<file path="src/rtl/ball_motion_pkg.sv">
// Shared raster timing constants and ball-motion types.
// Defaults here set the 640x480 mode the sync counter runs in.
// Imported by ball_motion and its per-axis bounce sub-module.
package ball_motion_pkg;

    // Raster timing: totals per line/frame and the visible area.
    localparam int H_MAX         = 800;
    localparam int V_MAX         = 525;
    localparam int H_ACTIVE_DEF  = 640;
    localparam int V_ACTIVE_DEF  = 480;
    localparam int V_BLANK_START = V_ACTIVE_DEF;

    // Ball defaults: centred 16x16 square moving 2 px per frame.
    localparam int BALL_SIZE_DEF = 16;
    localparam int SPEED_DEF     = 2;
    localparam int X_START_DEF   = 312;
    localparam int Y_START_DEF   = 232;

    typedef enum logic [1:0] {
        ST_WAIT   = 2'd0,
        ST_MOVE_X = 2'd1,
        ST_MOVE_Y = 2'd2,
        ST_HOLD   = 2'd3
    } motion_state_e;

    // True when lo <= pos < lo + size, all in 11 bits so the sum cannot wrap.
    function automatic logic in_span(input logic [10:0] pos,
                                     input logic [10:0] lo,
                                     input logic [10:0] size);
        return (pos >= lo) && (pos < (lo + size));
    endfunction

endpackage

</file>
<file path="src/rtl/ball_motion_bounce_axis.sv">
// bounce_axis: one axis of ball position plus direction, with wall clamp.
// Latency: position/direction update on the clock edge where i_En is high.
// No backpressure; i_En is a single-cycle strobe from the frame FSM.
module ball_motion_bounce_axis #(
    parameter int LIMIT = 624,
    parameter int SPEED = 2,
    parameter int START = 312
) (
    input  logic       i_Clk,
    input  logic       i_Reset,
    input  logic       i_En,
    output logic [9:0] o_Pos,
    output logic       o_Dir
);

    localparam logic [10:0] LIM11   = 11'(LIMIT);
    localparam logic [10:0] SPD11   = 11'(SPEED);
    localparam logic [9:0]  LIM10   = 10'(LIMIT);
    localparam logic [9:0]  START10 = 10'(START);

    logic [9:0]  pos_q, pos_d;
    logic        dir_q, dir_d;   // 1 = moving +, 0 = moving -
    logic [10:0] pos_up;
    logic [10:0] pos_dn;

    // Next position: step by SPEED, clamp onto a wall and reverse on contact.
    always_comb begin
        pos_d  = pos_q;
        dir_d  = dir_q;
        pos_up = {1'b0, pos_q} + SPD11;
        pos_dn = {1'b0, pos_q} - SPD11;
        if (i_En) begin
            if (dir_q) begin
                if (pos_up >= LIM11) begin
                    pos_d = LIM10;
                    dir_d = 1'b0;
                end else begin
                    pos_d = pos_up[9:0];
                end
            end else begin
                if ({1'b0, pos_q} <= SPD11) begin
                    pos_d = '0;
                    dir_d = 1'b1;
                end else begin
                    pos_d = pos_dn[9:0];
                end
            end
        end
    end

    // Position and direction registers; reset puts the ball at START moving +.
    always_ff @(posedge i_Clk or posedge i_Reset) begin
        if (i_Reset) begin
            pos_q <= START10;
            dir_q <= 1'b1;
        end else begin
            pos_q <= pos_d;
            dir_q <= dir_d;
        end
    end

    assign o_Pos = pos_q;
    assign o_Dir = dir_q;

endmodule

</file>
<file path="src/rtl/ball_motion.sv">
// Ball position tracker: one X then one Y step per frame at vblank start, plus pixel hit test.
// Latency: o_Draw 1 cycle after the raster sample; X moves 1 edge after trigger, Y 2 edges after.
// No backpressure; follows the free-running raster position from the sync counter.
module ball_motion
    import ball_motion_pkg::*;
#(
    parameter int H_ACTIVE  = H_ACTIVE_DEF,
    parameter int V_ACTIVE  = V_BLANK_START,
    parameter int BALL_SIZE = BALL_SIZE_DEF,
    parameter int SPEED     = SPEED_DEF,
    parameter int X_START   = X_START_DEF,
    parameter int Y_START   = Y_START_DEF
) (
    input  logic       i_Clk,
    input  logic       i_Reset,
    input  logic [9:0] i_HPos,
    input  logic [9:0] i_VPos,
    output logic [9:0] o_BallX,
    output logic [9:0] o_BallY,
    output logic       o_Draw,
    output logic       o_FrameTick
);

    motion_state_e state_q, state_d;
    logic          tick_q, tick_d;
    logic          draw_q, draw_d;
    logic          trigger;
    logic [9:0]    ball_x, ball_y;
    logic          dir_x, dir_y;
    logic          unused_dir;

    assign trigger    = (i_HPos == 10'd0) && (i_VPos == 10'(V_ACTIVE));
    assign unused_dir = dir_x ^ dir_y;

    // Frame sequencer: wait for vblank start, step X, step Y, then hold until line 0.
    always_comb begin
        state_d = state_q;
        unique case (state_q)
            ST_WAIT:   if (trigger) state_d = ST_MOVE_X;
            ST_MOVE_X: state_d = ST_MOVE_Y;
            ST_MOVE_Y: state_d = ST_HOLD;
            ST_HOLD:   if (i_VPos == 10'd0) state_d = ST_WAIT;
            default:   state_d = ST_WAIT;
        endcase
        tick_d = (state_d == ST_MOVE_X);
    end

    // Pixel hit test against the current ball square, limited to the visible area.
    always_comb begin
        draw_d = in_span({1'b0, i_HPos}, {1'b0, ball_x}, 11'(BALL_SIZE))
              && in_span({1'b0, i_VPos}, {1'b0, ball_y}, 11'(BALL_SIZE))
              && ({1'b0, i_HPos} < 11'(H_ACTIVE))
              && ({1'b0, i_VPos} < 11'(V_ACTIVE));
    end

    // State plus registered tick and draw outputs; reset aborts any update in flight.
    always_ff @(posedge i_Clk or posedge i_Reset) begin
        if (i_Reset) begin
            state_q <= ST_WAIT;
            tick_q  <= 1'b0;
            draw_q  <= 1'b0;
        end else begin
            state_q <= state_d;
            tick_q  <= tick_d;
            draw_q  <= draw_d;
        end
    end

    ball_motion_bounce_axis #(
        .LIMIT (H_ACTIVE - BALL_SIZE),
        .SPEED (SPEED),
        .START (X_START)
    ) u_axis_x (
        .i_Clk   (i_Clk),
        .i_Reset (i_Reset),
        .i_En    (state_q == ST_MOVE_X),
        .o_Pos   (ball_x),
        .o_Dir   (dir_x)
    );

    ball_motion_bounce_axis #(
        .LIMIT (V_ACTIVE - BALL_SIZE),
        .SPEED (SPEED),
        .START (Y_START)
    ) u_axis_y (
        .i_Clk   (i_Clk),
        .i_Reset (i_Reset),
        .i_En    (state_q == ST_MOVE_Y),
        .o_Pos   (ball_y),
        .o_Dir   (dir_y)
    );

    assign o_BallX     = ball_x;
    assign o_BallY     = ball_y;
    assign o_Draw      = draw_q;
    assign o_FrameTick = tick_q;

endmodule
</file>
<file path="config.mk">
export PLATFORM = sky130hd
export DESIGN_NAME = ball_motion
export DESIGN_NICKNAME = d
export VERILOG_FILES = /design/src/rtl/ball_motion_pkg.sv /design/src/rtl/ball_motion_bounce_axis.sv /design/src/rtl/ball_motion.sv
export SDC_FILE = /design/constraint.sdc
export NUM_CORES = 1
export LEC_CHECK = 0
export BUFFER_PORTS_ARGS = -buffer_cell sky130_fd_sc_hd__buf_2
export CELL_PAD_IN_SITES_DETAIL_PLACEMENT = 2
export CELL_PAD_IN_SITES_GLOBAL_PLACEMENT = 2
export CORE_MARGIN = 2
export CORE_UTILIZATION = 37
export DETAILED_ROUTE_END_ITERATION = 6
export PLACE_DENSITY = 0.95
export SKIP_LAST_GASP = 1
export SYNTH_ARGS = -nofsm -noshare
export SYNTH_HDL_FRONTEND = slang
export SYNTH_SLANG_ARGS = --single-unit
export TNS_END_PERCENT = 1
</file>
<file path="constraint.sdc">
create_clock -name i_Clk -period 5.1 [get_ports i_Clk]
set_input_delay 0.51 -clock i_Clk [delete_from_list [all_inputs] [get_ports i_Clk]]
set_output_delay 0.51 -clock i_Clk [all_outputs]
set_load 0.05 [all_outputs]
</file>
Yosys cells after proc, flatten, opt, wreduce, memory -nomap -nowiden
Index checks and enable logic that the tools add are counted.
{"block": "word_totals", "register_bits": 26, "input_bits": 22, "wordCells": 52}
{"block": "op_classes", "n_eq_ne": 5, "addsub": 6, "magnitude_cmp": 10, "reduce_logical": 9, "muxes": 15}
{"op": "two-way mux 10 bit", "n": 6}
{"op": "adder 10 x 2 -> 11 bit (second input constant)", "n": 2}
{"op": "adder 10 x 5 -> 11 bit (second input constant)", "n": 2}
{"op": "less-than comparator 10 x 11 -> 1 bit", "n": 2}
{"op": "greater-or-equal comparator 10 bit", "n": 2}
{"op": "less-or-equal comparator 10 x 2 -> 1 bit (second input constant)", "n": 2}
{"op": "logical NOT 10 bit", "n": 2}
{"op": "subtractor 10 x 2 -> 10 bit (second input constant)", "n": 2}
{"op": "greater-or-equal comparator 11 x 10 -> 1 bit (second input constant)", "n": 1}
{"op": "greater-or-equal comparator 11 x 9 -> 1 bit (second input constant)", "n": 1}
{"op": "equality test 10 x 9 -> 1 bit (second input constant)", "n": 1}
{"op": "less-than comparator 10 bit (second input constant)", "n": 1}
{"op": "less-than comparator 10 x 9 -> 1 bit (second input constant)", "n": 1}
{"op": "case mux 2 bit (4 select lines)", "n": 1}
{"op": "logical AND 1 bit", "n": 6}
{"op": "two-way mux 1 bit", "n": 6}
{"op": "equality test 2 x 1 -> 1 bit (second input constant)", "n": 2}
{"op": "equality test 2 bit (second input constant)", "n": 2}
{"op": "two-way mux 2 bit", "n": 2}
{"op": "logical NOT 2 bit", "n": 1}

Longest topological paths before layout
Gate-level depths: netlist of the first run.
{"block": "depth", "depth_word": 6, "ltp_mapped": 10, "depth_no_buf": 9}

By module
A second synthesis of the first run with hierarchy kept.
{"block": "hier_totals", "hier_cells": 395, "hier_area_um2": 3199.3}
{"module": "ball_motion", "cells_each": 151, "instances": 1, "seq_area_each_um2": 100.1, "area_per_inst_um2": 1184.9}
{"module": "ball_motion_bounce_axis (u_axis_x)", "cells_each": 128, "instances": 1, "seq_area_each_um2": 256.5, "area_per_inst_um2": 1012.2}
{"module": "ball_motion_bounce_axis (u_axis_y)", "cells_each": 116, "instances": 1, "seq_area_each_um2": 256.5, "area_per_inst_um2": 1002.2}

Least setup slack after synthesis of the first run
Ideal clock, no wire load.
{"block": "synth_timing", "path_kind": "register -> register", "from": "register u_axis_x.pos_q[4] (netlist: u_axis_x.o_Pos[4])", "to": "register draw_q (netlist: o_Draw)", "stages_incl_launch_ff": 10, "path_slack_ns": 2.514, "period_less_slack_ns": 2.586, "t_arrival_ns": 2.492, "setup_time_ns": 0.094, "path_cell_list": "dfstp_2 ha_1 nand3_1 xnor2_1 ha_1 or4_1 a21oi_1 o311a_1 o311ai_0 a211oi_1"}
{"block": "synth_via", "elab_chain_cells": 6, "elab_cells_between_ends": 7}
{"element": "start, declared", "line_no": "ball_motion_bounce_axis.sv:21", "rtl": "logic [9:0] pos_q, pos_d;"}
{"element": "start signal, assigned", "line_no": "ball_motion_bounce_axis.sv:57", "rtl": "pos_q <= pos_d;"}
{"element": "adder 10 x 5 -> 11 bit", "line_no": "ball_motion_pkg.sv:30", "rtl": "return (pos >= lo) && (pos < (lo + size));"}
{"element": "less-than comparator 10 x 11 -> 1 bit", "line_no": "ball_motion_pkg.sv:30"}
{"element": "logical AND 1 bit *", "line_no": "ball_motion_pkg.sv:30"}
{"element": "logical AND 1 bit *", "line_no": "ball_motion.sv:51", "rtl": "&& in_span({1'b0, i_VPos}, {1'b0, ball_y}, 11'(BALL_SIZE))"}
{"element": "logical AND 1 bit *", "line_no": "ball_motion.sv:52", "rtl": "&& ({1'b0, i_HPos} < 11'(H_ACTIVE))"}
{"element": "logical AND 1 bit *", "line_no": "ball_motion.sv:53", "rtl": "&& ({1'b0, i_VPos} < 11'(V_ACTIVE));"}
{"element": "via draw_d", "line_no": "ball_motion.sv:26", "rtl": "logic draw_q, draw_d;"}
{"element": "end signal, assigned", "line_no": "ball_motion.sv:65", "rtl": "draw_q <= draw_d;"}
{"element": "end, declared", "line_no": "ball_motion.sv:26"}
The timed path passes the listed nets; every way through them passes the cells marked *.
A chain may end at the register's enable or synchronous reset.

Worst setup path in the final report of the first run
{"block": "layout_timing", "from": "register u_axis_y.pos_q[4] (netlist: u_axis_y.o_Pos[4])", "to": "register u_axis_y.pos_q[8] (netlist: u_axis_y.o_Pos[8])"}
{"block": "layout_via", "elab_chain_cells": 4, "elab_cells_between_ends": 7}
{"element": "start, declared", "line_no": "ball_motion_bounce_axis.sv:21"}
{"element": "start signal, assigned", "line_no": "ball_motion_bounce_axis.sv:57"}
{"element": "adder 10 x 2 -> 11 bit", "line_no": "ball_motion_bounce_axis.sv:30", "rtl": "pos_up = {1'b0, pos_q} + SPD11;"}
{"element": "greater-or-equal comparator 11 x 9 -> 1 bit", "line_no": "ball_motion_bounce_axis.sv:34", "rtl": "if (pos_up >= LIM11) begin"}
{"element": "two-way mux 10 bit", "line_no": "ball_motion_bounce_axis.sv:34"}
{"element": "two-way mux 10 bit *", "line_no": "ball_motion_bounce_axis.sv:33", "rtl": "if (dir_q) begin"}
Every way passes the cells marked *; elsewhere a longest branch is shown, timed or not.

==> flow_summary.json, run 1 <==
{
  "drive_above_1_share_pct": 18.65,
  "rrSetupSlack_ns": 2.25,
  "cts_buffer_depth": 2,
  "vias": 2917,
  "fin_skew_ns": 0.009399,
  "slew_viol_final": 0,
  "clk_pin_slew_ns": 0.11,
  "r2r-start": "u_axis_y.o_Pos[4]",
  "drc": 0,
  "required_ns": 5.27,
  "hpwl_um": 8574,
  "grt_pass1_wl_um": 17520,
  "setup_viol": 0,
  "synth_seq_area_share_pct": 21.15,
  "placed_cells": 468,
  "status": "finished clean",
  "ys_warn_count": 0,
  "core_area_um2": 7647,
  "tightest_slew_ns": 1.067,
  "r2r_cells": 8,
  "ys_ff_latch": 24,
  "fin_util_pct": 41.18,
  "hold_class": "in -> async",
  "fill_cells": 896,
  "synth_area_per_cell_um2": 8.427,
  "cp-endpoint": "u_axis_y.o_Pos[8]",
  "path_buf_inv": 1,
  "avgRoutedWirePerCell_um": 22.87,
  "reg2reg_to": "u_axis_y.o_Pos[8]",
  "synth_edf_count": 0,
  "ys_types": 71,
  "rsz0062_at_grt": "no",
  "fin_cells": 472,
  "crit_top_cell": "o21ai_0",
  "register_area_um2": 613.1,
  "start_kind": "flip-flop",
  "via_per_inst": 6.180,
  "crit_family": "compound AO/OA/AOI/OAI gates",
  "synthArstFlopShare_pct": 100.0,
  "postCtsSetupRepairBufs": 0,
  "cts_root_buf": "clkbuf_8",
  "antenna_left": 0,
  "dieArea_um2": 8559,
  "multi_input_area_um2": 2054,
  "wl_um": 10790,
  "cts_sinks": 24,
  "htreeDepth": 1,
  "gp_congestion": 0.9144,
  "netlist_area_um2": 2899,
  "cts_tree": "done",
  "critPathSlowestCell": "nor4b_1",
  "path_max_fanout": 11,
  "antenna_found_initial": 0,
  "slew_headroom_pct": 28.79,
  "die_y_um": 92.52,
  "syn_to_final_growth_pct": 8.632,
  "cts_buffers": 3,
  "timing.max_cap.violations": 0,
  "die_width_um": 92.52,
  "cts_hold_buf": 0,
  "worstPathArrival_ns": 3.02,
  "whs_ns": 0.4766,
  "netlist_instances": 344,
  "cp.depth": 8,
  "finalCritPeriodShare_pct": 55.96,
  "slowest_delay_ns": 0.61,
  "fin_nets": 433,
  "leakage_nw": 1.289,
  "grt_start_max_net_pins": 25,
  "crit_type": "reg -> reg",
  "io_pins": 44,
  "rows": 32,
  "port_buffers": 41,
  "grt_use_total_pct": 26.01,
  "pwr_density_cell_nw_per_um2": 390.0,
  "fmax_mhz": 350.4,
  "ctsResizeCount": 0,
  "period_needed_ns": 2.854,
  "crit_path_end_kind": "flip-flop",
  "setup_tns_ns": 0,
  "grt_pass1_vias": 3270,
  "synth_ff_type": "dfrtp_1",
  "hold_viol_final": 0,
  "critPathLaunch": "u_axis_y.o_Pos[4]",
  "peakVddDrop_mv": 0.1686,
  "path_cells": "inv_1 > ha_1 > nor4b_1 > o21ai_0 > o21a_1 > o21ai_1 > o21ai_0 > o2bb2ai_1",
  "start_util_pct": 37.91,
  "first_pass_iters": 4,
  "clk_latency_ns": 0.29,
  "diodes": 0,
  "grt-ovfl-total": 0,
  "drt_iter0_drc": 162
}
[power breakdown]
group          switching (W)  internal [W]
registers           0.000118      0.000234
logic               0.000474      0.000257
clock network      0.0000760     0.0000694
total               0.000668      0.000560
[per-layer routing]
metal	vias to the layer above	track usage (%)	part of all wire (%)
li1	1341	-	-
met1	1498	34.02	46
met2	62	46.11	50
met3	16	2.197	2.7
met4	0	6.592	1.7
met5	-	0	0
[layout by cell type, fill, tap and decap left out, types with 4 or more instances in the layout]
| master | instances |
|---|---|
| o2111ai_1 | 4 |
| nand2_1 | 16 |
| a21o_1 | 4 |
| o221ai_1 | 4 |
| nor4b_1 | 4 |
| nand2b_1 | 8 |
| a21oi_1 | 16 |
| nor3_1 | 16 |
| clkbuf_8 | 4 |
| buf_2 | 41 |
| dfstp_2 | 10 |
| o211ai_1 | 7 |
| ha_1 | 40 |
| o21ai_0 | 24 |
| inv_1 | 24 |
| o21a_1 | 4 |
| nor2_1 | 22 |
| nor4_1 | 8 |
| nand3_1 | 12 |
| a31oi_1 | 6 |
| dfrtp_1 | 14 |
| nand4_1 | 5 |
| xnor2_1 | 18 |
[stage by stage]
step / total power (W) / instance area, um2 / setup slack, ns
finish: 0.001228 / 3149 / 2.246
global placement: 0.001012 / 3094 / 2.471
CTS: 0.001224 / 3149 / 2.261
global route: 0.001320 / 3149 / 2.022
detailed placement: 0.001080 / 3094 / 2.310
floorplan: 0.0008861 / 2903 / 2.514
[layout make-up]
class | count | area share (%)
Clock buffer | 4 | 1.748
Inverter | 25 | 2.980
Multi-Input combinational cell | 276 | 65.24
Sequential cell | 24 | 19.47
Tap cell | 102 | 4.052
Timing Repair Buffer | 41 | 6.516
[state kept, by name (all words and copies together) (netlist names)]
| register | cells |
|---|---|
| state_q | 2 |
| o_FrameTick | 1 |
| u_axis_y.o_Dir | 1 |
| o_Draw | 1 |
| u_axis_y.o_Pos | 9 |
| u_axis_x.o_Dir | 1 |
| u_axis_x.o_Pos | 9 |
[how the worst min path moves through the flow]
stage / startpoint / to / cells after the start
after floorplan: i_Reset / o_Draw / 1
after global placement: u_axis_x.o_Pos[8] / u_axis_x.o_Pos[8] / 2
after detailed placement: u_axis_y.o_Pos[5] / u_axis_y.o_Pos[5] / 1
after CTS: i_Reset / u_axis_y.o_Pos[2] / 2
after global routing: i_Reset / u_axis_y.o_Pos[2] / 2
final: i_Reset / u_axis_y.o_Pos[1] / 2
[kinds of logic (layout without fill, tap and decap cells)]
family | Yosys count | count (layout) | synth area share [%]
compound gates | 103 | 103 | 25.55
xor+xnor | 19 | 19 | 5.740
fa+ha+maj | 40 | 40 | 17.26
buf+inv | 45 | 70 | 8.114
flops | 24 | 24 | 21.15
mux | 1 | 1 | 0.7768
other cells | 1 | 2 | 0.1294
simple gates | 111 | 111 | 21.28
[cells in the mapped netlist, types with 10 or more instances]
| library cell | count | share of area (%) |
|---|---|---|
| inv_1 | 24 | 3.1 |
| dfrtp_1 | 14 | 12 |
| nand2_1 | 16 | 2.1 |
| o21ai_0 | 24 | 4.1 |
| nor3_1 | 16 | 2.8 |
| ha_1 | 40 | 17 |
| xnor2_1 | 18 | 5.4 |
| nor2_1 | 22 | 2.8 |
| dfstp_2 | 10 | 9.1 |
| nand3_1 | 12 | 2.1 |
| a21oi_1 | 16 | 2.8 |
No activity file was read; power rests on OpenSTA's default activity.
==> run 2: changes to the inputs <==
--- a/config.mk
+++ b/config.mk
@@ -9,9 +9,9 @@
 export CELL_PAD_IN_SITES_DETAIL_PLACEMENT = 2
 export CELL_PAD_IN_SITES_GLOBAL_PLACEMENT = 2
 export CORE_MARGIN = 2
-export CORE_UTILIZATION = 37
+export CORE_UTILIZATION = 35
 export DETAILED_ROUTE_END_ITERATION = 6
-export PLACE_DENSITY = 0.95
+export PLACE_DENSITY = 0.91
 export SKIP_LAST_GASP = 1
 export SYNTH_ARGS = -nofsm -noshare
 export SYNTH_HDL_FRONTEND = slang
==> constraint.sdc (replaced) <==
create_clock -name i_Clk -period 2.9 [get_ports i_Clk]
set_input_delay 0.29 -clock i_Clk [delete_from_list [all_inputs] [get_ports i_Clk]]
set_output_delay 0.29 -clock i_Clk [all_outputs]
set_load 0.05 [all_outputs]
==> run 2 against run 1 <==
  * Final cell count up 3.0%
  * First-iteration DRC count down 0.62%
  * Critical path depth up 1
  * Core utilization down 1.3 points
  * Clock skew down 0.0031 ns
  * Global-route usage down 2.0 points
  * Worst hold slack worse by 0.15 ns
  * Die area up 5.5%
  * Clock power up 81%
  * Sequential power up 66%
  * Critical path type unchanged
  * Largest cell class unchanged
==> flow_summary.json, run 2 (synthesized netlist as in run 1, its figures left out) <==
{
  "status": "finished clean",
  "grt_start_max_net_pins": 20,
  "timing.max_cap.violations": 0,
  "crit_path_end_kind": "flip-flop",
  "critPathSlowestCell": "dfstp_2",
  "setup_viol": 0,
  "grt_pass1_vias": 3181,
  "rsz0062_at_grt": "no",
  "pwr_density_cell_nw_per_um2": 688.9,
  "fmax_mhz": 370.0,
  "start_util_pct": 35.64,
  "hpwl_um": 8152,
  "hold_depth": 4,
  "r2r-start": "u_axis_x.o_Pos[4]",
  "wl_um": 10700,
  "first_pass_iters": 4,
  "slew_headroom_pct": 59.32,
  "fin_skew_ns": 0.006256,
  "htreeDepth": 1,
  "required_ns": 3.10,
  "clock_power_share_pct": 11.7,
  "cts_buffer_depth": 2,
  "io_pins": 44,
  "fill_cells": 909,
  "period_needed_ns": 2.703,
  "via_per_inst": 5.988,
  "cts_root_buf": "clkbuf_8",
  "clk_pin_slew_ns": 0.11,
  "hold_class": "in -> reg",
  "path_cells": "ha_2 > nand3_1 > xnor2_1 > ha_1 > or4_1 > a21oi_1 > o311a_1 > o311ai_0 > a211oi_1",
  "core_area_um2": 8134,
  "crit_type": "reg -> reg",
  "syn_to_final_growth_pct": 11.78,
  "antenna_found_initial": 0,
  "dieArea_um2": 9027,
  "register_area_um2": 613.1,
  "seqPwrFrac_pct": 26.2,
  "avgRoutedWirePerCell_um": 22.01,
  "clk_latency_ns": 0.29,
  "final_common_cell": "buf_2",
  "power.switching_w": 0.001194,
  "grt_use_total_pct": 24.06,
  "path_max_fanout": 6,
  "rrSetupSlack_ns": 0.20,
  "internal_power_w": 0.001039,
  "start_kind": "flip-flop",
  "leakage_nw": 1.343,
  "final_cell_mix": "buf_2 (41), ha_1 (39), inv_1 (24), o21ai_0 (24), nor2_1 (22)",
  "cts_sinks": 24,
  "port_buffers": 41,
  "worstPathArrival_ns": 2.90,
  "drt_iter0_drc": 161,
  "setup_tns_ns": 0,
  "peakVddDrop_mv": 0.3473,
  "grt_pass1_wl_um": 16820,
  "min_to": "o_FrameTick",
  "die_width_um": 95.01,
  "antenna_left": 0,
  "r2r_cells": 9,
  "min-delay-start": "i_HPos[0]",
  "tightest_slew_ns": 0.6017,
  "drive_above_1_share_pct": 21.00,
  "gp_congestion": 0.8633,
  "slew_viol_final": 0,
  "cts_buffers": 3,
  "hold_viol_final": 0,
  "fin_nets": 444,
  "vias": 2910,
  "power_switching_share_pct": 53.48,
  "rows": 33,
  "finalCritPeriodShare_pct": 93.20,
  "fin_total_pwr_w": 0.002232,
  "drc": 0,
  "cts_tree": "done",
  "die_y_um": 95.01,
  "comb_power_share_pct": 62.1,
  "diodes": 0,
  "slowest_delay_ns": 0.61,
  "grt-ovfl-total": 0,
  "reg2reg_to": "o_Draw",
  "multi_input_area_um2": 2057
}
run 2: cell count changes in the layout (fill, tap and decap cells not counted), sizes merged:
cell,previous run,this run
buf,41,51
dlygate4sd3,0,1
run 2: critical path, delay by kind of cell, from the launching register on:
kind                       cells  cell delay [ns]
xor gates and xnor gates       1             0.17
AOI/OAI and AO/OA              4             0.75
adders and majority gates      2             0.45
and+or+nand+nor                2             0.64
DFF                            1             0.61
run 2: power by group through the flow:
| stage | combinational [W] | clock (W) | sequential [W] |
|---|---|---|---|
| after floorplan | 0.000905 | 0 | 0.000653 |
| after global placement | 0.00122 | 0 | 0.000581 |
| after detailed placement | 0.00131 | 0 | 0.000597 |
| after CTS | 0.00133 | 0.000267 | 0.000594 |
| after global routing | 0.00153 | 0.000278 | 0.000604 |
| final | 0.00139 | 0.000262 | 0.000585 |
run 2: layer usage:
metal | global-route usage (%) | share of wire (%) | vias to the layer above
met1 | 31.60 | 45 | 1476
met4 | 8.816 | 2.5 | 0
met2 | 41.02 | 50 | 55
met5 | 0 | 0 | -
li1 | - | - | 1356
met3 | 2.292 | 2.4 | 23
run 2: final cells by class:
class                      instances  area share (%)
sequential                        24           18.92
multi-input combinational        276           63.47
clock buffer                       4           1.699
inverter                          25           2.896
tap                              105           4.054
timing repair buffer              52           8.958
run 2: metrics by stage:
step,utilization [%],cell area (um2),setup WS (ns),cells,hold WS [ns]
6_report,39.84,3241,0.1973,486,0.3267
2_1_floorplan,-,2903,0.3142,345,0.2972
3_3_place_gp,38.64,3143,0.2846,477,0.2393
5_1_grt,39.84,3241,0.02977,486,0.3343
3_5_place_dp,38.64,3143,0.1081,477,0.2446
4_1_cts,39.44,3208,0.06262,482,0.3317
run 2: worst max-delay path by stage:
stage                                 start      to  slack, ns  cells past startpoint
after floorplan           u_axis_x.o_Pos[4]  o_Draw       0.31                      9
after CTS                 u_axis_x.o_Pos[4]  o_Draw       0.06                      9
after detailed placement  u_axis_x.o_Pos[4]  o_Draw       0.11                      9
after global placement    u_axis_x.o_Pos[4]  o_Draw       0.28                      9
final                     u_axis_x.o_Pos[4]  o_Draw       0.20                      9
after global routing      u_axis_x.o_Pos[4]  o_Draw       0.03                      9
run 2: repair_timing:
item | CTS | global route
endpoints found under the setup margin | 0 | 2
hold buffers | 1 | 0
setup buffers | 0 | 4
endpoints found under the hold margin | 3 | 0
resized for setup | 0 | 1
